<file path="src/rtl/fns_pkg.sv">
// Shared constants and elaboration-time helpers for the FNS crosstalk-avoidance encoders.
package fns_pkg;

  localparam int CW_MIN = 4;
  localparam int CW_MAX = 48;
  // Digit index width: covers every k up to CW_MAX-1 and sizes the weight tables.
  localparam int K_W    = 6;

  typedef enum logic [1:0] {ST_IDLE, ST_RUN, ST_DONE} fns_state_e;

  function automatic logic bpc_legal(input int bpc);
    return (bpc == 1) || (bpc == 2) || (bpc == 4);
  endfunction

  // F(1)=F(2)=1; F(n)=0 for n<1.
  function automatic logic [63:0] fns_fib(input int n);
    logic [63:0] a, b, t;
    a = 64'd0;
    b = 64'd1;
    for (int i = 1; i < n; i++) begin
      t = a + b;
      a = b;
      b = t;
    end
    return (n < 1) ? 64'd0 : b;
  endfunction

  // ceil(log2(F(cw+2))): smallest width holding every legal input.
  function automatic int fns_data_width(input int cw);
    logic [63:0] lim;
    int w;
    lim = fns_fib(cw + 2);
    w   = 64;
    for (int i = 63; i >= 0; i--)
      if ((64'd1 << i) >= lim) w = i;
    return w;
  endfunction

endpackage

</file>
<file path="src/rtl/fns_cac_encoder_iter_if.sv">
// Valid/ready request and response bundle between data source, encoder and bus driver.
interface fns_cac_encoder_iter_if #(
  parameter int CW_WIDTH   = 16,
  parameter int DATA_WIDTH = 12
);
  logic [DATA_WIDTH-1:0] datain;
  logic                  in_valid;
  logic                  in_ready;
  logic [CW_WIDTH-1:0]   codeout;
  logic                  out_err;
  logic                  out_valid;
  logic                  out_ready;

  modport master (output datain, in_valid, out_ready,
                  input  in_ready, codeout, out_err, out_valid);
  modport slave  (input  datain, in_valid, out_ready,
                  output in_ready, codeout, out_err, out_valid);
endinterface

</file>
<file path="src/rtl/fns_digit_stage.sv">
// One combinational FNS digit decision: picks codeword bit k and strips its weight from the residue.
module fns_digit_stage
  import fns_pkg::*;
#(
  parameter int DATA_WIDTH = 12
) (
  input  logic [DATA_WIDTH-1:0] res_i,
  input  logic                  prev_i,
  input  logic [K_W-1:0]        k_i,
  output logic                  bit_o,
  output logic [DATA_WIDTH-1:0] res_o
);

  // wt[j] = F(j+1), the weight of codeword bit j.
  logic [DATA_WIDTH-1:0] wt [64];
  for (genvar j = 0; j < 64; j++) begin : g_wt
    assign wt[j] = DATA_WIDTH'(fns_fib(j + 1));
  end

  logic [K_W-1:0]        k_nx;
  logic [DATA_WIDTH-1:0] w_lo, w_hi;
  assign k_nx = k_i + K_W'(1);
  assign w_lo = wt[k_i];
  assign w_hi = wt[k_nx];

  always_comb begin
    bit_o = 1'b0;
    if (k_i == '0)         bit_o = res_i[0];
    else if (res_i >= w_hi) bit_o = 1'b1;
    else if (res_i < w_lo)  bit_o = 1'b0;
    else                    bit_o = prev_i;  // ambiguous band: repeat the higher bit
    res_o = bit_o ? (res_i - w_lo) : res_i;
  end

endmodule

</file>
<file path="src/rtl/fns_cac_encoder_iter.sv">
// Iterative FNS encoder: resolves BPC codeword bits per clock, MSB first, behind valid/ready.
module fns_cac_encoder_iter
  import fns_pkg::*;
#(
  parameter int CW_WIDTH   = 16,
  parameter int BPC        = 1,
  parameter int DATA_WIDTH = fns_data_width(CW_WIDTH)
) (
  input logic                   clock,
  input logic                   reset_n,
  fns_cac_encoder_iter_if.slave bus
);

  localparam int NCYC  = (CW_WIDTH + BPC - 1) / BPC;
  localparam int CNT_W = $clog2(NCYC + 1);
  // One extra bit: F(CW_WIDTH+2) can equal 2**DATA_WIDTH.
  localparam logic [DATA_WIDTH:0] LIMIT = (DATA_WIDTH + 1)'(fns_fib(CW_WIDTH + 2));

  if (CW_WIDTH < CW_MIN || CW_WIDTH > CW_MAX || !bpc_legal(BPC)) begin : g_param_err
    $error("fns_cac_encoder_iter: illegal CW_WIDTH/BPC");
  end

  fns_state_e            state_q;
  logic [CNT_W-1:0]      cnt_q;
  logic [DATA_WIDTH-1:0] res_q;
  logic                  prev_q;
  logic [CW_WIDTH-1:0]   code_q, code_d;
  logic                  err_q, ovld_q;
  logic                  in_ready, take, oor;

  assign in_ready      = (state_q == ST_IDLE) || ((state_q == ST_DONE) && bus.out_ready);
  assign take          = bus.in_valid && in_ready;
  assign oor           = ({1'b0, bus.datain} >= LIMIT);
  assign bus.in_ready  = in_ready;
  assign bus.codeout   = code_q;
  assign bus.out_err   = err_q;
  assign bus.out_valid = ovld_q;

  // Chained digit stages; stages whose k falls below 0 pass residue and prev through.
  logic [BPC:0][DATA_WIDTH-1:0] res_c;
  logic [BPC:0]                 prev_c;
  logic [BPC-1:0][DATA_WIDTH-1:0] stg_res;
  logic [BPC-1:0]               bit_c, live_c;
  logic [BPC-1:0][K_W-1:0]      k_c;

  assign res_c[0]  = res_q;
  assign prev_c[0] = prev_q;

  for (genvar j = 0; j < BPC; j++) begin : g_stg
    int kv;
    always_comb kv = CW_WIDTH - 1 - int'(cnt_q) * BPC - j;
    assign live_c[j] = (kv >= 0);
    assign k_c[j]    = live_c[j] ? K_W'(kv) : '0;

    fns_digit_stage #(.DATA_WIDTH(DATA_WIDTH)) u_stg (
      .res_i  (res_c[j]),
      .prev_i (prev_c[j]),
      .k_i    (k_c[j]),
      .bit_o  (bit_c[j]),
      .res_o  (stg_res[j])
    );

    assign res_c[j+1]  = live_c[j] ? stg_res[j] : res_c[j];
    assign prev_c[j+1] = live_c[j] ? bit_c[j]   : prev_c[j];
  end

  always_comb begin
    code_d = code_q;
    for (int b = 0; b < CW_WIDTH; b++)
      for (int j = 0; j < BPC; j++)
        if (live_c[j] && (k_c[j] == K_W'(b))) code_d[b] = bit_c[j];
  end

  always_ff @(posedge clock) begin
    if (!reset_n) begin
      state_q <= ST_IDLE;
      cnt_q   <= '0;
      res_q   <= '0;
      prev_q  <= 1'b0;
      code_q  <= '0;
      err_q   <= 1'b0;
      ovld_q  <= 1'b0;
    end else if (take) begin
      // Out-of-range words still walk the full schedule with a zero residue.
      state_q <= ST_RUN;
      cnt_q   <= '0;
      res_q   <= oor ? '0 : bus.datain;
      prev_q  <= 1'b0;
      code_q  <= '0;
      err_q   <= oor;
      ovld_q  <= 1'b0;
    end else begin
      case (state_q)
        ST_RUN: begin
          res_q  <= res_c[BPC];
          prev_q <= prev_c[BPC];
          code_q <= code_d;
          cnt_q  <= cnt_q + 1'b1;
          if (cnt_q == CNT_W'(NCYC - 1)) begin
            state_q <= ST_DONE;
            ovld_q  <= 1'b1;
          end
        end
        ST_DONE: begin
          if (bus.out_ready) begin
            state_q <= ST_IDLE;
            ovld_q  <= 1'b0;
          end
        end
        default: ;
      endcase
    end
  end

endmodule

</file>
<file path="src/flat_wrapper.sv">
// flat-port wrapper written by rule: the top's interface ports become plain ports
module fns_cac_encoder_iter_flat import fns_pkg::*;
#(
  parameter int CW_WIDTH   = 16,
  parameter int BPC        = 1,
  parameter int DATA_WIDTH = fns_data_width(CW_WIDTH)
)
  (clock, reset_n, bus_datain, bus_in_valid, bus_out_ready, bus_in_ready, bus_codeout, bus_out_err, bus_out_valid);
  fns_cac_encoder_iter_if #(.CW_WIDTH(CW_WIDTH), .DATA_WIDTH(DATA_WIDTH)) bus_i ();
  input logic clock;
  input logic reset_n;
  input wire logic [$bits(bus_i.datain)-1:0] bus_datain;
  input wire logic [$bits(bus_i.in_valid)-1:0] bus_in_valid;
  input wire logic [$bits(bus_i.out_ready)-1:0] bus_out_ready;
  output wire logic [$bits(bus_i.in_ready)-1:0] bus_in_ready;
  output wire logic [$bits(bus_i.codeout)-1:0] bus_codeout;
  output wire logic [$bits(bus_i.out_err)-1:0] bus_out_err;
  output wire logic [$bits(bus_i.out_valid)-1:0] bus_out_valid;
  assign bus_i.datain = bus_datain;
  assign bus_i.in_valid = bus_in_valid;
  assign bus_i.out_ready = bus_out_ready;
  assign bus_in_ready = bus_i.in_ready;
  assign bus_codeout = bus_i.codeout;
  assign bus_out_err = bus_i.out_err;
  assign bus_out_valid = bus_i.out_valid;
  fns_cac_encoder_iter #(.CW_WIDTH(CW_WIDTH), .BPC(BPC), .DATA_WIDTH(DATA_WIDTH)) u_core (.clock(clock), .reset_n(reset_n), .bus(bus_i));
endmodule
</file>
<file path="config.mk">
export PLATFORM = sky130hd
export DESIGN_NAME = fns_cac_encoder_iter_flat
export DESIGN_NICKNAME = d
export VERILOG_FILES = /design/src/rtl/fns_pkg.sv /design/src/rtl/fns_cac_encoder_iter_if.sv /design/src/rtl/fns_digit_stage.sv /design/src/rtl/fns_cac_encoder_iter.sv /design/src/flat_wrapper.sv
export SDC_FILE = /design/constraint.sdc
export NUM_CORES = 1
export LEC_CHECK = 0
export ABC_AREA = 0
export CAP_MARGIN = 20
export CORE_AREA = 2 2 141 88
export CTS_CLUSTER_DIAMETER = 80
export DETAILED_ROUTE_END_ITERATION = 10
export DIE_AREA = 0 0 143 90
export PLACE_DENSITY = 0.61
export SLEW_MARGIN = 10
export SYNTH_ARGS = -nofsm -noshare
export SYNTH_HDL_FRONTEND = slang
export SYNTH_SLANG_ARGS = --single-unit
</file>
<file path="constraint.sdc">
create_clock -name clock -period 8.9 [get_ports clock]
set_clock_uncertainty 0.1 [all_clocks]
set_input_delay 1.335 -clock clock [delete_from_list [all_inputs] [get_ports clock]]
set_output_delay 1.335 -clock clock [all_outputs]
set_load 0.01 [all_outputs]
</file>
==> results of run 1 <==
metal layers:
layer | global-route usage [%] | wire, microns
met3 | 3.73 | 1180
met4 | 3.63 | 111
met2 | 27.3 | 5170
met5 | 0 | 0
met1 | 32.2 | 6360
state kept, by name (all words and copies together), names as in the netlist:
register / flops
u_core.res_q: 12
u_core.bus.out_err: 1
u_core.cnt_q: 5
u_core.bus.out_valid: 1
u_core.prev_q: 1
u_core.bus.codeout: 16
u_core.state_q: 1
layout by cell type (no fill, tap or decap), types with 5 or more instances in the layout:
cell type / instances
mux2i_1: 17
nand2b_1: 6
xnor2_1: 7
clkbuf_16: 5
a31oi_1: 6
a22o_1: 5
nor3_1: 18
dfxtp_1: 37
inv_1: 23
ha_1: 44
nand4_1: 5
a211oi_1: 13
o21ai_0: 66
a311oi_1: 5
clkdlybuf4s50_1: 34
nand2_1: 65
a21o_1: 7
nand3_1: 18
a21oi_1: 49
nor2_1: 47
worst paths after layout:
| kind | cells past startpoint | startpoint | slack, ps | end |
|---|---|---|---|---|
| max | 14 | u_core.cnt_q[4] | 2230 | u_core.res_q[11] |
| min | 2 | u_core.bus.codeout[10] | 370 | u_core.bus.codeout[10] |
| min reg2reg | 2 | u_core.bus.codeout[10] | 370 | u_core.bus.codeout[10] |
| max reg2reg | 14 | u_core.cnt_q[4] | 2230 | u_core.res_q[11] |
power by group through the flow:
stage,Sequential [mW],Clock [mW],Combinational [mW]
6_report,0.195,0.183,0.400
2_1_floorplan,0.191,0,0.307
4_1_cts,0.195,0.187,0.393
3_5_place_dp,0.198,0,0.390
5_1_grt,0.196,0.194,0.446
3_3_place_gp,0.198,0,0.392
area by class of cell:
cell class	count	area (sq um)	area share, %
well taps	165	206	4.56
repair buffers	36	355	7.84
multi-input cells	456	2990	65.9
clock inverters	3	21.3	0.469
inverters	25	93.8	2.07
clock buffers	5	125	2.76
flip-flops and latches	37	741	16.3
logic make-up after synthesis:
| family | after synthesis | share of synthesized area [%] |
|---|---|---|
| AOI/OAI and AO/OA | 200 | 32.1 |
| and+or+nand+nor | 182 | 20.6 |
| buffers and inverters | 61 | 6.38 |
| adders and majority gates | 45 | 14.3 |
| DFF | 37 | 18.6 |
| muxes | 18 | 4.84 |
| xor gates and xnor gates | 11 | 3.08 |
tightest hold or removal path, delay by kind of cell (launching register included):
kind | cells | cell delay [ps]
compound gates | 2 | 120
flops | 1 | 310
cells in the mapped netlist (4+ instances only):
library cell,instances
nand2b_1,6
nand2_1,65
and3_1,4
a22o_1,5
nor3_1,18
inv_1,23
clkbuf_1,26
nor2_1,47
nor2b_1,4
ha_1,44
a31oi_1,6
mux2i_1,17
a211oi_1,13
nand4_1,5
o21a_1,4
a311oi_1,5
a21oi_1,49
a21o_1,7
o21ai_0,66
dfxtp_1,37
nand3_1,18
xnor2_1,7
buf_2,7
per-stage QoR:
| step | hold slack (ps) | instances |
|---|---|---|
| 2_1_floorplan | 338 | 554 |
| 3_3_place_gp | 344 | 719 |
| 3_5_place_dp | 358 | 719 |
| 4_1_cts | 366 | 727 |
| 5_1_grt | 397 | 727 |
| 6_report | 375 | 727 |
==> run summary, run 1 <==
Fin area: 4530 sq um
Cell accounting for the most synthesized area: dfxtp_1
Area grow syn2layout: 13.8%
Share of power burned in registers: 25.0%
I/O pins: 35
CP dominant cell by count: ha_1
Hold Crit Class: flop to flop
Arr. time, crit path: 6750 ps
Slew Limit Headroom: 37.2%
Detailed-route wire length: 12.8 mm
Synth Register Bits: 37
Logic pwr share: 51.5%
WL per Instance: 17.6 microns
Overall routing resource usage: 20.1%
Max FO, Critical Path: 25
Placer Congestion: 0.971
CTS Sinks: 37
Sequential area share after synthesis: 18.6%
Critical-path top delay cell: dfxtp_1
Worst skew pair latency: 290 ps
Post-synth cell types: 71
First-pass GRT wire length: 20.9 mm
Number of synthesized flops with an enable pin: 0
Final Cycle Share: 74.9%
Psw: 339 uW
Die W: 143 microns
Setup WS post-layout: 2230 ps
Switching part of the total power: 43.6%
Syn_area_per_cell: 7.19 sq um
Status: finished clean
Initial antenna violation count: 0
Pin count of the biggest net entering global routing: 31
ANT nets after route: 0
Via count: 4249
Placed cell areas: 4380 sq um
Ranking of synthesized cells by area: dfxtp_1 19%, ha_1 14%, o21ai_0 8.3%
Async SR Flop Fraction: 0%
Leak pwr: 1.78 nW
Full die area: 12900 sq um
Initial core utilization: 34.1%
Crit path kind: flop to flop
Die height: 90 microns
Max VDD drop: 0.0000934 V
Postcts setup bufs: 0
Setup tns final: 0 ps
Worst path top cell family by delay: compound AO/OA/AOI/OAI gates
H-Tree Depth: 2
Startpoint Class: flop
Final core utilization: 38.8%
Ys flop type: dfxtp_1
CTS clk-pin slew, worst paths: 70 ps
Worst Path Buf+Inv: 3
Fmax: 150 MHz
IO buf count: 34
Slew Limit Fails: 0
Longest Clk Path Bufs: 2
Post-place setup slack: 2410 ps
Max cap viols: 0
Pint: 439 uW
Syn_nets: 615
Vias per cell: 5.84
Drt first-iter violations: 550
CP required: 8980 ps
CTS tree: yes
# fillers: 1213
Post-synth top area share: 18.6%
Number of remaining DRC errors: 0
TritonRoute pass-1 iters: 5
Critical Path Max Stage Delay: 810 ps
CTS root buf: clkbuf_16
HPWL after DPL: 9.46 mm
Vias in the first global route: 3868
Synth Warn #: 0
PD cells: 172 nW/um^2
Rows: 31
Final count of negative-setup-slack endpoints: 0
Post-cts sizing count: 0
ANT cells: 0
Hold Buf Count CTS: 0
Final min period: 6670 ps
Slew @ Worst Pin: 940 ps
RSZ-0062 raised after global routing: no
Synth Cell Area: 3980 sq um
Gr ovfl total: 0
Clock Power Share: 23.5%
NumNets Final: 622
Pwr Total: 778 uW
Cts bufs inserted: 5
Final hold violation count: 0
Syn Inst Count: 554
Share of cells above drive strength 1: 4.80%
CP Cell Sequence: clkinv_1 > ha_1 > and2_1 > inv_1 > ha_1 > clkinv_1 > nor2_1 > a311oi_1 > ha_1 > nand4_1 > or4_1 > o211ai_2 > o22ai_2 > o31a_1
Core Box Area: 11700 sq um
Crit. End Element: flop
(Power assumes the default switching activity.)
==> run 2: changes to the inputs <==
--- a/config.mk
+++ b/config.mk
@@ -11,7 +11,7 @@
 export CTS_CLUSTER_DIAMETER = 80
 export DETAILED_ROUTE_END_ITERATION = 10
 export DIE_AREA = 0 0 143 90
-export PLACE_DENSITY = 0.61
+export PLACE_DENSITY = 0.63
 export SLEW_MARGIN = 10
 export SYNTH_ARGS = -nofsm -noshare
 export SYNTH_HDL_FRONTEND = slang
==> constraint.sdc (replaced) <==
create_clock -name clock -period 5.4 [get_ports clock]
set_clock_uncertainty 0.1 [all_clocks]
set_input_delay 0.81 -clock clock [delete_from_list [all_inputs] [get_ports clock]]
set_output_delay 0.81 -clock clock [all_outputs]
set_load 0.01 [all_outputs]
==> run 2 against run 1 <==
Net effect:
- wire length fell by 1.1%
- sequential share of layout area fell by 0.37 points
- first-iteration DRC count fell by 22%
- largest cell class unchanged
- combinational power rose by 71%
- total power rose by 68%
- core utilization rose by 0.90 points
- critical path depth rose by 2
==> run summary, run 2 (synthesis gave the netlist of run 1 again) <==
Max FO, Critical Path: 19
Slew Limit Headroom: 38.7%
Slew Limit Fails: 0
WL per Instance: 17.1 microns
Final Cycle Share: 90.7%
Arr. time, crit path: 5030 ps
CTS root buf: clkbuf_16
Placed cells: 733
Reg2Reg Depth: 16
Pin count of the biggest net entering global routing: 26
Initial core utilization: 34.1%
Leak pwr: 1.85 nW
Detailed-route wire length: 12.7 mm
Hold Crit Class: flop to flop
RSZ-0062 raised after global routing: no
Max VDD drop: 0.000154 V
Die height: 90 microns
Vias in the first global route: 3835
Final hold violation count: 0
ANT cells: 0
Rows: 31
Crit. End Element: flop
WHS Path Cells: 2
Worst skew pair latency: 290 ps
FF-to-FF setup slack: 500 ps
Worst R2R End: u_core.res_q[9]
IO buf count: 34
Final count of negative-setup-slack endpoints: 0
Post-cts sizing count: 0
Critical-path top delay cell: or4_1
Commonest cells after routing, fill and taps aside: 66 x o21ai_0, 65 x nand2_1, 49 x a21oi_1
I/O pins: 35
Commonest non-fill, non-tap cell in the layout: o21ai_0
Drt first-iter violations: 428
CTS tree: yes
CTS Sinks: 37
Setup tns final: 0 ps
Hold EP: u_core.res_q[0]
FF-to-FF Start: u_core.cnt_q[4]
Critical Path Max Stage Delay: 570 ps
Worst path top cell family by delay: simple AND/OR/NAND/NOR gates
Final min period: 4900 ps
Sequential cell area: 741 sq um
Vias per cell: 5.82
Multi-input logic area: 2990 sq um
PD cells: 281 nW/um^2
Worst Path Buf+Inv: 2
Area grow syn2layout: 16.4%
Longest Clk Path Bufs: 2
Die W: 143 microns
Core Box Area: 11700 sq um
Hold Path Origin: u_core.res_q[0]
Cts bufs inserted: 5
Via count: 4311
Critical path startpoint: u_core.cnt_q[4]
CTS clk-pin slew, worst paths: 60 ps
Share of cells above drive strength 1: 7.12%
ANT nets after route: 0
HPWL after DPL: 9.55 mm
Fmax: 204 MHz
Non-Filler Instances: 741
Slew @ Worst Pin: 916 ps
CP Cell Sequence: buf_4 > nor2_1 > ha_1 > nor2b_4 > xnor2_4 > nand2_1 > a211o_1 > a211oi_1 > a311oi_1 > ha_1 > nand4_1 > or4_1 > o211ai_2 > buf_4 > o311ai_0 > o21ba_2
Initial antenna violation count: 0
TritonRoute pass-1 iters: 7
CP required: 5540 ps
Max cap viols: 0
Crit path kind: flop to flop
NumNets Final: 636
Pwr Total: 1.30 mW
Full die area: 12900 sq um
H-Tree Depth: 2
Startpoint Class: flop
Number of remaining DRC errors: 0
Overall routing resource usage: 19.8%
Max reg flops: 16
Placer Congestion: 0.952
Final core utilization: 39.7%
Gr ovfl total: 0
# fillers: 1197
Status: finished clean
First-pass GRT wire length: 20.6 mm
Postcts setup bufs: 0
Hold Buf Count CTS: 0
[run 2: worst max-delay path by stage]
stage | end | slack (ps) | depth (start not counted)
2_1_floorplan | u_core.res_q[11] | 820 | 20
3_3_place_gp | u_core.res_q[9] | 740 | 17
3_5_place_dp | u_core.res_q[9] | 680 | 17
4_1_cts | u_core.res_q[9] | 640 | 17
5_1_grt | u_core.res_q[9] | 230 | 16
6_report | u_core.res_q[9] | 500 | 16
[run 2: area by class of cell]
cell class	count	share of cell area (%)
Inverter	25	2.02
Tap cell	165	4.45
Timing Repair Buffer	50	9.93
Clock inverter	3	0.459
Multi-Input combinational cell	456	64.5
Clock buffer	5	2.70
Sequential cell	37	16.0
[run 2: per-stage QoR]
stage               worst slack, ps  hold slack (ps)  area [sq um]
finish                          503              366          4640
global route                    235              397          4640
CTS                             640              369          4640
detailed placement              677              354          4490
global placement                744              345          4490
floorplan                       817              338          3980
[run 2: worst min-delay path, delay by kind of cell (launching register included)]
family / cells / cell delay, ps
DFF: 1 / 310
muxes: 1 / 60
and+or+nand+nor: 1 / 50
[run 2: layer usage]
layer	global-route usage (%)	part of all wire (%)	vias up
li1	-	-	2076
met1	31.1	50	1993
met2	26.2	39	218
met3	4.64	9.8	24
met4	5.03	1.7	0
met5	0	0	-
[run 2: power by group]
part,internal (mW),total [mW],switching [mW]
clock network,0.172,0.300,0.128
logic,0.274,0.686,0.412
registers,0.294,0.318,0.0239
total,0.740,1.30,0.564
==> run 3: changes to the inputs <==
--- a/config.mk
+++ b/config.mk
@@ -12,6 +12,7 @@
 export DETAILED_ROUTE_END_ITERATION = 10
 export DIE_AREA = 0 0 143 90
 export PLACE_DENSITY = 0.63
+export SKIP_LAST_GASP = 1
 export SLEW_MARGIN = 10
 export SYNTH_ARGS = -nofsm -noshare
 export SYNTH_HDL_FRONTEND = slang
==> results of run 3 <==
The final DEF is identical to that of run 2; final timing and power are the same.
